## config.mk

```make
export PLATFORM = sky130hd
export DESIGN_NAME = hdmi_frame_sequencer
export DESIGN_NICKNAME = d
export VERILOG_FILES = /design/src/rtl/hdmi_frame_sequencer.sv
export SDC_FILE = /design/constraint.sdc
export NUM_CORES = 1
export LEC_CHECK = 0
export CORE_MARGIN = 2
export CORE_UTILIZATION = 53
export DETAILED_ROUTE_END_ITERATION = 6
export GPL_ROUTABILITY_DRIVEN = 0
export GPL_TIMING_DRIVEN = 0
export PLACE_DENSITY_LB_ADDON = 0.12
export SLEW_MARGIN = 20
export SYNTH_ARGS = -nofsm -noshare
export SYNTH_HDL_FRONTEND = slang
export SYNTH_SLANG_ARGS = --single-unit
export TNS_END_PERCENT = 1
```

## constraint.sdc

```tcl
create_clock -name hdmi_clk -period 5.95 [get_ports hdmi_clk]
set_clock_uncertainty 0.1 [all_clocks]
set_input_delay 1.19 -clock hdmi_clk [delete_from_list [all_inputs] [get_ports hdmi_clk]]
set_output_delay 1.19 -clock hdmi_clk [all_outputs]
set_load 0.05 [all_outputs]
```

## src/rtl/hdmi_frame_sequencer.sv

```systemverilog
// rtl/hdmi_frame_sequencer.sv - Raster timing generator that paces a valid/ready pixel stream onto the HDMI port
// Optional test-pattern source enabled by defining HDMI_FRAME_SEQ_PATTERN_EN (adds pattern_sel input).
module hdmi_frame_sequencer #(
    parameter int H_ACTIVE        = 800,
    parameter int H_FP            = 40,
    parameter int H_SYNC          = 128,
    parameter int H_BP            = 88,
    parameter int V_ACTIVE        = 300,
    parameter int V_FP            = 1,
    parameter int V_SYNC          = 4,
    parameter int V_BP            = 23,
    parameter int SYNC_ACTIVE_LOW = 1
) (
    input  logic        hdmi_clk,
    input  logic        rst,
    input  logic        enable,
    input  logic        pix_valid,
    input  logic        pix_sof,
    input  logic [23:0] pix_data,
`ifdef HDMI_FRAME_SEQ_PATTERN_EN
    input  logic        pattern_sel,
`endif
    output logic        pix_ready,
    output logic        hdmi_hs,
    output logic        hdmi_vs,
    output logic        hdmi_de,
    output logic [31:0] hdmi_data,
    output logic        underflow,
    output logic [7:0]  frame_cnt
);

    localparam int H_TOTAL = H_ACTIVE + H_FP + H_SYNC + H_BP;
    localparam int V_TOTAL = V_ACTIVE + V_FP + V_SYNC + V_BP;
    localparam int HW      = $clog2(H_TOTAL);
    localparam int VW      = $clog2(V_TOTAL);

    localparam logic [HW-1:0] H_LAST   = HW'(H_TOTAL - 1);
    localparam logic [HW-1:0] H_ACT    = HW'(H_ACTIVE);
    localparam logic [HW-1:0] HS_FIRST = HW'(H_ACTIVE + H_FP);
    localparam logic [HW-1:0] HS_LAST  = HW'(H_ACTIVE + H_FP + H_SYNC - 1);
    localparam logic [VW-1:0] V_LAST   = VW'(V_TOTAL - 1);
    localparam logic [VW-1:0] V_ACT    = VW'(V_ACTIVE);
    localparam logic [VW-1:0] VS_FIRST = VW'(V_ACTIVE + V_FP);
    localparam logic [VW-1:0] VS_LAST  = VW'(V_ACTIVE + V_FP + V_SYNC - 1);
    localparam logic          SYNC_OFF = (SYNC_ACTIVE_LOW != 0);

    typedef enum logic [1:0] {
        S_IDLE,
        S_ALIGN,
        S_RUN,
        S_RESYNC
    } state_t;

    state_t        r_state;
    logic [HW-1:0] r_h_cnt;
    logic [VW-1:0] r_v_cnt;
    logic          r_hs;
    logic          r_vs;
    logic          r_de;
    logic [31:0]   r_data;
    logic          r_underflow;
    logic [7:0]    r_frame_cnt;

    logic          w_active;
    logic          w_first;
    logic          w_last;
    logic          w_hs_on;
    logic          w_vs_on;
    logic          w_pat;
    logic [31:0]   w_pattern;
    logic          w_ready;

    assign w_active = (r_h_cnt < H_ACT) && (r_v_cnt < V_ACT);
    assign w_first  = (r_h_cnt == '0) && (r_v_cnt == '0);
    assign w_last   = (r_h_cnt == H_LAST) && (r_v_cnt == V_LAST);
    assign w_hs_on  = (r_h_cnt >= HS_FIRST) && (r_h_cnt <= HS_LAST);
    assign w_vs_on  = (r_v_cnt >= VS_FIRST) && (r_v_cnt <= VS_LAST);

`ifdef HDMI_FRAME_SEQ_PATTERN_EN
    logic       r_pat;
    logic [7:0] w_h8;
    logic [7:0] w_v8;

    // The first pixel of a frame must already obey the selection sampled on that same cycle.
    assign w_pat     = w_first ? pattern_sel : r_pat;
    assign w_h8      = 8'(r_h_cnt);
    assign w_v8      = 8'(r_v_cnt);
    assign w_pattern = {8'h00, w_h8, w_v8, w_h8 ^ w_v8};

    always_ff @(posedge hdmi_clk or posedge rst) begin
        if (rst) begin
            r_pat <= 1'b0;
        end else if (r_state != S_IDLE && w_first) begin
            r_pat <= pattern_sel;
        end
    end
`else
    assign w_pat     = 1'b0;
    assign w_pattern = '0;
`endif

    // While aligning, a pending sof pixel is held back so it lands exactly on (0,0).
    always_comb begin
        w_ready = 1'b0;
        case (r_state)
            S_ALIGN:  w_ready = !w_pat && (w_first || (!w_active && !pix_sof));
            S_RUN:    w_ready = !w_pat && w_active;
            S_RESYNC: w_ready = !w_pat;
            default:  w_ready = 1'b0;
        endcase
    end

    always_ff @(posedge hdmi_clk or posedge rst) begin
        if (rst) begin
            r_state     <= S_IDLE;
            r_h_cnt     <= '0;
            r_v_cnt     <= '0;
            r_hs        <= SYNC_OFF;
            r_vs        <= SYNC_OFF;
            r_de        <= 1'b0;
            r_data      <= '0;
            r_underflow <= 1'b0;
            r_frame_cnt <= '0;
        end else begin
            r_hs   <= SYNC_OFF ^ ((r_state != S_IDLE) && w_hs_on);
            r_vs   <= SYNC_OFF ^ ((r_state != S_IDLE) && w_vs_on);
            r_de   <= (r_state != S_IDLE) && w_active;
            r_data <= '0;

            if (r_state == S_IDLE) begin
                r_h_cnt <= '0;
                r_v_cnt <= '0;
                if (enable) begin
                    r_state <= S_ALIGN;
                end
            end else begin
                if (r_h_cnt == H_LAST) begin
                    r_h_cnt <= '0;
                    r_v_cnt <= (r_v_cnt == V_LAST) ? '0 : r_v_cnt + 1'b1;
                end else begin
                    r_h_cnt <= r_h_cnt + 1'b1;
                end

                case (r_state)
                    S_ALIGN: begin
                        if (w_first && (w_pat || (pix_valid && pix_sof))) begin
                            r_state     <= S_RUN;
                            r_frame_cnt <= r_frame_cnt + 8'd1;
                            r_data      <= w_pat ? w_pattern : {8'h00, pix_data};
                        end
                    end
                    S_RUN: begin
                        if (w_first) begin
                            r_frame_cnt <= r_frame_cnt + 8'd1;
                        end
                        if (w_active) begin
                            if (w_pat) begin
                                r_data <= w_pattern;
                            end else if (pix_valid) begin
                                r_data <= {8'h00, pix_data};
                            end else begin
                                r_underflow <= 1'b1;
                                r_state     <= S_RESYNC;
                            end
                        end
                    end
                    S_RESYNC: begin
                        if (w_last) begin
                            r_state <= S_ALIGN;
                        end
                    end
                    default: r_state <= S_IDLE;
                endcase

                // Run requests only take effect on a frame boundary.
                if (w_last && !enable) begin
                    r_state <= S_IDLE;
                end
            end
        end
    end

    assign pix_ready = w_ready;
    assign hdmi_hs   = r_hs;
    assign hdmi_vs   = r_vs;
    assign hdmi_de   = r_de;
    assign hdmi_data = r_data;
    assign underflow = r_underflow;
    assign frame_cnt = r_frame_cnt;

endmodule

```

==> out/qor.csv, run 1 <==
metric,value,unit
status,finished clean,
dr.pass1.iters,4,
yosysMostFrequentCell,dfrtp_1,
ys_types,51,
hold_viol_final,0,
critical_path_buf_inv_count,2,
grt_pass1_vias,2224,
crit_family,buffers and inverters,
slew_viol_final,0,
syn-cell-area,2930,um^2
ctsHoldBuffers,0,
die_h,78.3,um
synth_top_family_by_area,simple AND/OR/NAND/NOR gates,
fin_crit_sh,0.707,
relSlewSlack,0.533,
critical_path.max_stage_delay,0.83,ns
n_antenna_cell,0,
grt_usage,0.215,
finalCriticalPeriod,4.20,ns
die_w,78.3,um
insertion_delay,0.34,ns
worst_slack,1.75,ns
rows,27,
crit_path_top_delay_cell,clkdlybuf4s50_1,
htreeDepth,3,
cap_violations,0,
via_per_inst,5.22,
grt_max_degree,59,
cp.required,4.66,ns
ys_top_cells_by_area,"dfrtp_1 48%, and2_1 5.8%, ha_1 4.7%, xnor2_1 4.2%, nor2_1 3.2%",
setup_violations,0,
drt_iter0_drc,128,
drt_wl_total,6120,um
hold-worst-slack,0.379,ns
syn2layout_area_growth,34.1,%
die_area,6130,um^2
clockRootBuffer,clkbuf_8,
cts.sinks,58,
crit_top_cell,clkdlybuf4s50_1,
p_leak,1.75,nW
cts_buffers,9,
remaining_drc_errors,0,
io_buffer_count,65,
clkTransAtPathRegs,0.07,ns
power-per-cell-area,369,nW/um^2
detail-route-antenna-nets,0,
start_util,0.541,
async_flop_share,1.00,
synth_top_area_share,0.479,
wl_per_cell,13.9,um
synth_edf_count,0,
synthXorXnorAreaFrac,0.0629,
synthAdderAreaFrac,0.0470,
critPathArrivalTime,2.91,ns
dr_total_vias,2297,
path_max_fanout,4,
finalNetCount,403,
cts_setup_buffers,0,
yosysWarnings,0,
hpwl,4270,um
worst_pin_slew,0.701,ns
synthMuxAreaShare,0.00727,
synth_flop_cell,dfrtp_1,
synth_common_cells,"56 x dfrtp_1, 27 x and2_1, 25 x nor2_1",
synth_compound_area_frac,0.0749,
crit_type,primary input to primary output,
syn_inst,280,
grt_pass1_wl,10200,um
clk_path_buf_depth,2,
cp-start-kind,primary input,
pin_count,74,
drive_gt1_frac,0.111,
min_path_type,flip-flop to flip-flop,
syn_area_per_cell,10.4,um^2
cts_resized,0,
tritoncts,yes,
fp.coreArea,5410,um^2
reg2reg_setup_slack,3.65,ns
critical_path.cell_chain,clkdlybuf4s50_1 > a21oi_1 > o21ai_0 > a31oi_1 > clkdlybuf4s50_1,
synth-seq-area-share,0.497,
dp_slack,1.75,ns
rsz0062_at_grt,false,
synth_simple_gate_area_share,0.253,
synth_largest_area_cell,dfrtp_1,
peakVddDrop,0.000228,V
end_kind,primary output,
max_freq,238,MHz
antenna_found_initial,0,
gr-total-overflow,0,
setup_tns,0,ns
yosys_register_bits,58,
-- path summary, 6_finish.rpt --
path	startpoint	endpoint	cells after the start
worst min register to register	underflow$_DFFE_PP0P_	underflow$_DFFE_PP0P_	1
worst min-delay path	underflow$_DFFE_PP0P_	underflow$_DFFE_PP0P_	1
worst max-delay path	pix_sof	pix_ready	5
min in group asynchronous	rst	hdmi_data[3]$_DFF_PP0_	2
max in group asynchronous	rst	r_v_cnt[1]$_DFFE_PP0P_	2
worst max register to register	r_state[0]$_DFFE_PP0P_	r_h_cnt[7]$_DFF_PP0_	6
-- through the flow --
stage | power (W) | cell area, um^2 | utilization | cells
floorplan | 0.000878 | 2950 | - | 287
global placement | 0.00103 | 3690 | 0.683 | 424
detailed placement | 0.00105 | 3690 | 0.684 | 424
CTS | 0.00147 | 3920 | 0.726 | 440
global route | 0.00153 | 3920 | 0.726 | 440
finish | 0.00145 | 3920 | 0.726 | 440
-- routing by layer --
layer  vias up  global-route usage  share of wire
met1      1090               0.256           0.42
met4         0              0.0947          0.016
met2        83               0.358           0.50
li1       1116                   -              -
met5         -                   0              0
met3         8              0.0701          0.060
-- state kept, by name, indices dropped and copies added, names as in the netlist --
register and cells:
underflow 1, r_state 2, hdmi_vs 1, hdmi_hs 1, frame_cnt 8, hdmi_de 1
r_h_cnt 11, hdmi_data 24, r_v_cnt 9
-- power breakdown --
part | total, W | switching, W | internal (W) | leakage [nW]
Combinational | 0.000541 | 0.000341 | 0.000200 | 0.850
Sequential | 0.000496 | 0.0000488 | 0.000448 | 0.779
Clock | 0.000411 | 0.000152 | 0.000259 | 0.117
-- area by class of cell --
type / instances / area [um^2]
repair buffers: 65 / 651
clock inverters: 4 / 73.8
well taps: 72 / 90.1
inverters: 10 / 40.0
fillers: 397 / 1480
clock buffers: 12 / 155
multi-input cells: 200 / 1330
flip-flops and latches: 58 / 1450
plain buffers: 19 / 129
-- cells by family (layout without fill, tap and decap cells) --
kind of cell    after synthesis  in the layout
compound gates               31             31
xor+xnor                     21             21
fa+ha+maj                    11             11
buf+inv                      29            110
flops                        58             58
mux                           2              2
other cells                   1              8
simple gates                127            127
-- cells in the final DEF, fill, tap and decap left out, types with 9 or more instances in the layout --
cell and instances:
dfrtp_1 56, clkdlybuf4s50_1 65, inv_1 9, nand2_1 17
and2_1 27, nand3_1 10, ha_1 11, nor2_1 25
clkbuf_8 11, xnor2_1 14
(Power assumes the default switching activity.)
==> inputs of run 2 (changes only) <==
--- a/config.mk
+++ b/config.mk
@@ -6,7 +6,7 @@
 export NUM_CORES = 1
 export LEC_CHECK = 0
 export CORE_MARGIN = 2
-export CORE_UTILIZATION = 53
+export CORE_UTILIZATION = 44
 export DETAILED_ROUTE_END_ITERATION = 6
 export GPL_ROUTABILITY_DRIVEN = 0
 export GPL_TIMING_DRIVEN = 0
==> constraint.sdc (replaced) <==
create_clock -name hdmi_clk -period 3.65 [get_ports hdmi_clk]
set_clock_uncertainty 0.1 [all_clocks]
set_input_delay 0.73 -clock hdmi_clk [delete_from_list [all_inputs] [get_ports hdmi_clk]]
set_output_delay 0.73 -clock hdmi_clk [all_outputs]
set_load 0.05 [all_outputs]
==> out/qor.csv, run 2 (same netlist as run 1, synthesis figures left out) <==
metric,value,unit,change
status,finished clean,,
worst_slack,0.505,ns,-1.24 ns
cts_buffers,9,,unchanged
multi_input_area,1330,um^2,unchanged
path_max_fanout,7,,+3
register_area,1450,um^2,unchanged
start_util,0.458,,-0.0831
grt_usage,0.178,,-0.0373
cts_setup_buffers,0,,unchanged
cp-start-kind,flip-flop,,
relSlewSlack,0.586,,+0.0526
n_antenna_cell,0,,unchanged
drive_gt1_frac,0.108,,-0.00301
die_w,85.5,um,+9.3%
min_path_type,flip-flop to flip-flop,,
rsz0062_at_grt,false,,
reg2regPathDepth,6,,unchanged
finalCriticalPeriod,3.15,ns,
min_to,underflow$_DFFE_PP0P_,,
grt_pass1_wl,10200,um,+0.47%
critPathArrivalTime,2.32,ns,-0.59 ns
slew_viol_final,0,,unchanged
cts.sinks,58,,unchanged
power-per-cell-area,563,nW/um^2,+52%
cap_violations,0,,unchanged
fin_crit_sh,0.862,,
crit_type,flip-flop to primary output,,
cp.required,2.82,ns,-1.84 ns
drt_iter0_drc,72,,-44%
layout_common_cells,"64 x clkdlybuf4s50_1, 56 x dfrtp_1, 27 x and2_1, 25 x nor2_1, 17 x nand2_1",,
wl_per_cell,13.5,um,-3.2%
gr-total-overflow,0,,unchanged
fp.coreArea,6390,um^2,+18%
max_freq,318,MHz,
finalNetCount,404,,+0.25%
reg2reg_to,r_h_cnt[9]$_DFF_PP0_,,
rows,29,,+7.4%
hpwl,4320,um,+1.3%
antenna_found_initial,0,,unchanged
syn2layout_area_growth,33.0,%,
pin_count,74,,unchanged
remaining_drc_errors,0,,unchanged
dpl_cell_area,3720,um^2,+0.71%
grt_max_degree,42,,-29%
io_buffer_count,65,,unchanged
hold_depth,1,,unchanged
grt_pass1_vias,2153,,-3.2%
tritoncts,yes,,
dr_total_vias,2269,,-1.2%
insertion_delay,0.33,ns,about the same
peakVddDrop,0.000310,V,+36%
layout_commonest_cell,clkdlybuf4s50_1,,
fillerInstances,549,,+38%
post-route-util,0.609,,-0.117
postLayoutCellArea,3890,um^2,-0.86%
via_per_inst,5.09,,-2.5%
detail-route-antenna-nets,0,,unchanged
htreeDepth,3,,unchanged
p_leak,1.73,nW,-0.65%
holdCritStartpoint,underflow$_DFFE_PP0P_,,
worst_pin_slew,0.614,ns,-0.0871 ns
reg2reg_setup_slack,1.34,ns,-2.31 ns
setup_tns,0,ns,unchanged
setup_violations,0,,unchanged
end_kind,primary output,,
die_h,85.5,um,+9.3%
drt_wl_total,6010,um,-1.8%
dr.pass1.iters,4,,unchanged
largest_register_ffs,24,,unchanged
die_area,7320,um^2,+19%
clockRootBuffer,clkbuf_8,,
clk_path_buf_depth,2,,unchanged
hold_viol_final,0,,unchanged
dp_slack,0.349,ns,-1.40 ns
clkTransAtPathRegs,0.07,ns,about the same
r2r_start,r_state[0]$_DFFE_PP0P_,,
[run 2: power breakdown]
part	internal [W]	switching, W
Sequential	0.000730	0.0000737
Combinational	0.000327	0.000553
Clock	0.000263	0.000243
[run 2: metal layers]
| layer | up-vias | global-route usage | wire [um] |
|---|---|---|---|
| met5 | - | 0 | 0 |
| met4 | 0 | 0.0390 | 29 |
| met3 | 4 | 0.0674 | 304 |
| met2 | 56 | 0.284 | 2980 |
| met1 | 1094 | 0.233 | 2690 |
| li1 | 1115 | - | - |
[run 2: area by class of cell]
cell class | count | area share
clock inverters | 3 | 0.00450
plain buffers | 19 | 0.0331
flip-flops and latches | 58 | 0.374
repair buffers | 66 | 0.173
well taps | 77 | 0.0248
clock buffers | 13 | 0.0383
inverters | 10 | 0.0103
multi-input cells | 200 | 0.342
[run 2: timing repair]
item / in CTS / in global routing
hold buffers: 0 / 0
setup endpoints to repair: 0 / 1
resized for setup: 0 / 1
[run 2: worst max-delay path by stage]
stage / from / to / slack (ns) / cells past startpoint
floorplan: r_v_cnt[0]$_DFFE_PP0P_ / pix_ready / 0.79 / 7
global placement: rst / r_v_cnt[2]$_DFFE_PP0P_ / 0.29 / 2
detailed placement: pix_sof / pix_ready / 0.35 / 5
CTS: r_v_cnt[0]$_DFFE_PP0P_ / pix_ready / 0.12 / 8
global route: r_v_cnt[0]$_DFFE_PP0P_ / pix_ready / 0.34 / 8
finish: r_v_cnt[0]$_DFFE_PP0P_ / pix_ready / 0.50 / 8
[run 2: critical path, stage by stage, from the launching register on]
cell            delay [ns]
dfrtp_1               0.46
inv_1                 0.10
ha_1                  0.14
nor3b_1               0.22
nand4_2               0.21
nor2_1                0.13
o21ai_0               0.10
a31oi_1               0.18
dlymetal6s2s_1        0.46
[run 2: stage by stage]
step	power, W	std cells	hold slack [ns]
after CTS	0.00221	446	0.374
after global placement	0.00168	429	0.355
after floorplan	0.00143	287	0.355
after global routing	0.00233	446	0.393
after detailed placement	0.00170	430	0.358
final	0.00219	446	0.372
==> edit 1: new RTL, settings of run 1 <==
The 4 states of `state_t` get a one-hot encoding in 4 bits.
--- a/src/rtl/hdmi_frame_sequencer.sv
+++ b/src/rtl/hdmi_frame_sequencer.sv
@@ -44,11 +44,11 @@
     localparam logic [VW-1:0] VS_LAST  = VW'(V_ACTIVE + V_FP + V_SYNC - 1);
     localparam logic          SYNC_OFF = (SYNC_ACTIVE_LOW != 0);
 
-    typedef enum logic [1:0] {
-        S_IDLE,
-        S_ALIGN,
-        S_RUN,
-        S_RESYNC
+    typedef enum logic [3:0] {
+        S_IDLE   = 4'b0001,
+        S_ALIGN  = 4'b0010,
+        S_RUN    = 4'b0100,
+        S_RESYNC = 4'b1000
     } state_t;
 
     state_t        r_state;
Function: same outputs for any inputs over 10 cycles, from zero or initial values and one cycle with rst high; not proved beyond that.
==> edit 1 against run 1 <==
Area after synthesis rose by 3.3%; critical path depth rose by 2; synthesized cell count rose by 1.1%; routed wire length rose by 7.0%; setup slack improved by 0.037 ns; die area rose by 3.1%; total power fell by 19%; combinational power fell by 40%; final area rose by 2.5%; sequential cell count rose by 2; largest power group is now registers; highest routed layer unchanged.
==> edit 1: results (changes against run 1) <==
metric,value,unit,change
dr.pass1.iters,4,,unchanged
buffers_excl_clock,86,,+2.4%
hold_ws,0.3736,ns,-0.005663 ns
pre_cts_slack,1.916,ns,+0.1677 ns
grt_pass1_wl,10.91,mm,+7.3%
hpwlAfterDp,4.724,mm,+11%
cts-buffers-inserted,9,,unchanged
max_slew_margin,43.34,%,-10 points
antenna_found_initial,0,,unchanged
fill_cells,394,,-0.76%
grt_pass1_vias,2281,,+2.6%
ys_top_cells_by_count,"dfrtp_1, nand3_1, a21boi_2",,
viasPerCell,5.473,,+4.8%
port_buffers,65,,unchanged
nClkBuffers,11,,-1
cts_resized,0,,unchanged
nets,402,,-0.25%
dpl_cell_area,3819,sq um,+3.4%
seq_share,37.44,%,+0.39 points
synthXorXnorAreaFrac,4.348,%,-1.9 points
setup_violations,0,,unchanged
slowest_stage,clkdlybuf4s50_1,,
multi_input_cells,201,,+0.50%
post-place-cells,428,,+0.94%
syn_area,3022,sq um,+3.3%
antenna_cells,0,,unchanged
ir_worst_vdd,0.1870,mV,-18%
synthCells,283,,+1.1%
yosysSeqAreaShare,49.81,%,+0.11 points
grt_start_max_net_pins,46,,-22%
grtUsageTotal,22.18,%,+0.67 points
synth_mux_area_share,0.7039,%,-0.023 points
buf_share,20.42,%,+0.55 points
synth_cell_types,49,,-3.9%
synth_compound_area_share,16.07,%,+8.6 points
clk_share,5.011,%,-0.82 points
post_cts_buffers,0,,unchanged
critical-path-top-delay-family,simple AND/OR/NAND/NOR gates,,
powerDensity,291.3,nW/um^2,-21%
clock_path_buffers,2,,unchanged
critPathMaxStageDelay,0.82,ns,
status,"complete, no violations",,
n_all_inverters,9,,-1
largest_reg_flops,24,,unchanged
clock_sinks,60,,+3.4%
arrival,2.88,ns,-0.03 ns
p_leak,1.728,nW,-1.0%
worst-r2r-setup-slack,3.63,ns,-0.02 ns
setup_ws,1.782,ns,+0.03725 ns
synth_fa_ha_area_share,2.484,%,-2.2 points
vias,2430,,+5.8%
synthTopCellsByArea,"dfrtp_1, a21boi_2, nand3_1",,
cp_max_fo,7,,+3
multi_input_area,1366,sq um,+2.6%
drt-initial-drc-count,155,,+21%
drive_gt1_share,16.67,%,+5.5 points
routedWlPerCell,14.75,um,+6.0%
## edit 1: changes by cell type after synthesis, sizes merged, moves of 4 or more
cell / change
and2: -24
a21boi: +24
nor2: -8
o21ai: +9
nor4b: +6
xnor2: -9
a21o: -4
nand3: +10
ha: -5
nand4: -5
## edit 1: final timing paths
check	depth (start not counted)	from	end
max in group asynchronous	3	rst	hdmi_hs
hold reg to reg	1	frame_cnt[7]	frame_cnt[7]
setup / recovery	7	r_v_cnt[1]	pix_ready
setup reg to reg	8	r_v_cnt[1]	hdmi_data[6]
min in group asynchronous	2	rst	frame_cnt[7]
hold / removal	1	frame_cnt[7]	frame_cnt[7]
## edit 1: per-layer routing
metal	global-route usage [%]	wire length, um
met1	30.60	2931
met2	33.19	3122
met3	5.882	386
met4	9.138	106
met5	0	0
## edit 1: report_power, final
group	internal, mW	switching [mW]	leakage (nW)
clock network	0.213	0.157	0.109
registers	0.443	0.0343	0.816
logic	0.116	0.207	0.804
total	0.772	0.399	1.73
==> edit 2: new RTL, flow settings as in run 1 <==
Made on the original files. Set the parameter `SYNC_ACTIVE_LOW` to 0 (it was 1).
--- a/src/rtl/hdmi_frame_sequencer.sv
+++ b/src/rtl/hdmi_frame_sequencer.sv
@@ -9,7 +9,7 @@
     parameter int V_FP            = 1,
     parameter int V_SYNC          = 4,
     parameter int V_BP            = 23,
-    parameter int SYNC_ACTIVE_LOW = 1
+    parameter int SYNC_ACTIVE_LOW = 0
 ) (
     input  logic        hdmi_clk,
     input  logic        rst,
Function: changed (Yosys sat finds a counterexample within 4 cycles, from zero or initial values and one cycle with rst high).
==> edit 2 against run 1 <==
Synthesized cell count rose by 0.71%; total power fell by 2.3%; sequential cell count unchanged; area after synthesis decreased by 0.43%; utilization grew 1.7 points; global-route usage rose by 0.98 points; final area is 1.5% lower; routed wire length is 1.2% higher; setup slack worse by 0.069 ns.
==> edit 2: results (changes against run 1) <==
metric,value,unit,change
status,"complete, no violations",,
clock_latency,0.34,ns,about the same
drive_gt1_share,12.70,%,+1.6 points
grt_start_max_net_pins,59,,unchanged
hpwlAfterDp,4.364,mm,+2.3%
routedWlPerCell,14.08,um,+1.2%
clock_path_buffers,2,,unchanged
synth_cell_types,54,,+5.9%
worst_r2r_endpoint,r_state[0],,
wl_met2,3.051,mm,-0.78%
r2r_cells,6,,unchanged
syn_area_per_cell,10.33,sq um,-1.1%
p_leak,1.720,nW,-1.5%
synth_mux_area_share,0.3866,%,-0.34 points
swShare,40.29,%,+2.8 points
grtUsageMet3,6.322,%,-0.69 points
arrival,2.98,ns,+0.07 ns
pre_cts_slack,1.730,ns,-0.01842 ns
hold_end,frame_cnt[7],,
synthArstFlopShare,100.0,%,unchanged
synthTopCellsByArea,"dfrtp_1, and2_1, ha_1",,
fill_cells,399,,+0.50%
synth_fa_ha_area_share,4.725,%,+0.020 points
yosysWarnings,0,,unchanged
antenna_found_initial,0,,unchanged
grtUsageTotal,22.50,%,+0.98 points
critPathLaunch,pix_sof,,
nets,405,,+0.50%
cts_root_buffer,clkbuf_8,,
drt-met1-wl,2.599,mm,+0.81%
ir_worst_vdd,0.2853,mV,+25%
hold_viol,0,,unchanged
port_buffers,65,,unchanged
gr-usage-met2,35.78,%,unchanged
synth_compound_area_share,10.09,%,+2.6 points
grt_pass1_wl,10.76,mm,+5.8%
slowest_stage,clkdlybuf4s50_1,,
grtUsageMet1,28.48,%,+2.9 points
htreeDepth,3,,unchanged
cp_max_fo,3,,-1
drt-initial-drc-count,188,,+47%
yosysSeqAreaShare,49.83,%,+0.13 points
wl_met3,438,um,+19%
holdCritStartpoint,frame_cnt[7],,
wirelength,6.194,mm,+1.2%
max_freq,0.2339,GHz,-1.6%
post_cts_buffers,0,,unchanged
critPathMaxStageDelay,0.84,ns,
synthXorXnorAreaFrac,4.811,%,-1.5 points
worst-r2r-setup-slack,3.64,ns,about the same
dpl_cell_area,3680,sq um,-0.41%
hold_ws,0.3728,ns,-0.006459 ns
vias,2291,,-0.26%
antenna_cells,0,,unchanged
worst_slew_pin_slew,0.7027,ns,+0.002018 ns
critical-path-top-delay-family,buffers and inverters,,
ys_top_cells_by_count,"dfrtp_1, and2_1, nor2_1",,
cts_resized,0,,unchanged
r2r_start,r_h_cnt[7],,
-- edit 2: cell types whose count changed in the layout (fill, tap and decap cells not counted), sizes merged, moves of 4 or more --
cell	delta
nor4	-5
a21o	-4
and3	+4
clkbuf	-4
nand4	-4
o21ai	+8
xnor2	-7
inv	+5
-- edit 2: power groups by stage --
stage,Clock (mW),Sequential [mW],Combinational (mW)
4_1_cts,0.355,0.497,0.572
6_report,0.349,0.497,0.569
3_3_place_gp,0,0.502,0.553
2_1_floorplan,0,0.608,0.292
3_5_place_dp,0,0.504,0.566
5_1_grt,0.371,0.505,0.619
-- edit 2: cell type report --
| class | instances | area, sq um | area share, % |
|---|---|---|---|
| flip-flops and latches | 58 | 1451 | 37.55 |
| multi-input cells | 197 | 1300 | 33.64 |
| repair buffers | 65 | 650.6 | 16.83 |
| plain buffers | 19 | 131.4 | 3.399 |
| clock buffers | 10 | 127.6 | 3.302 |
| well taps | 70 | 87.58 | 2.266 |
| inverters | 15 | 58.81 | 1.522 |
| clock inverters | 6 | 57.56 | 1.489 |
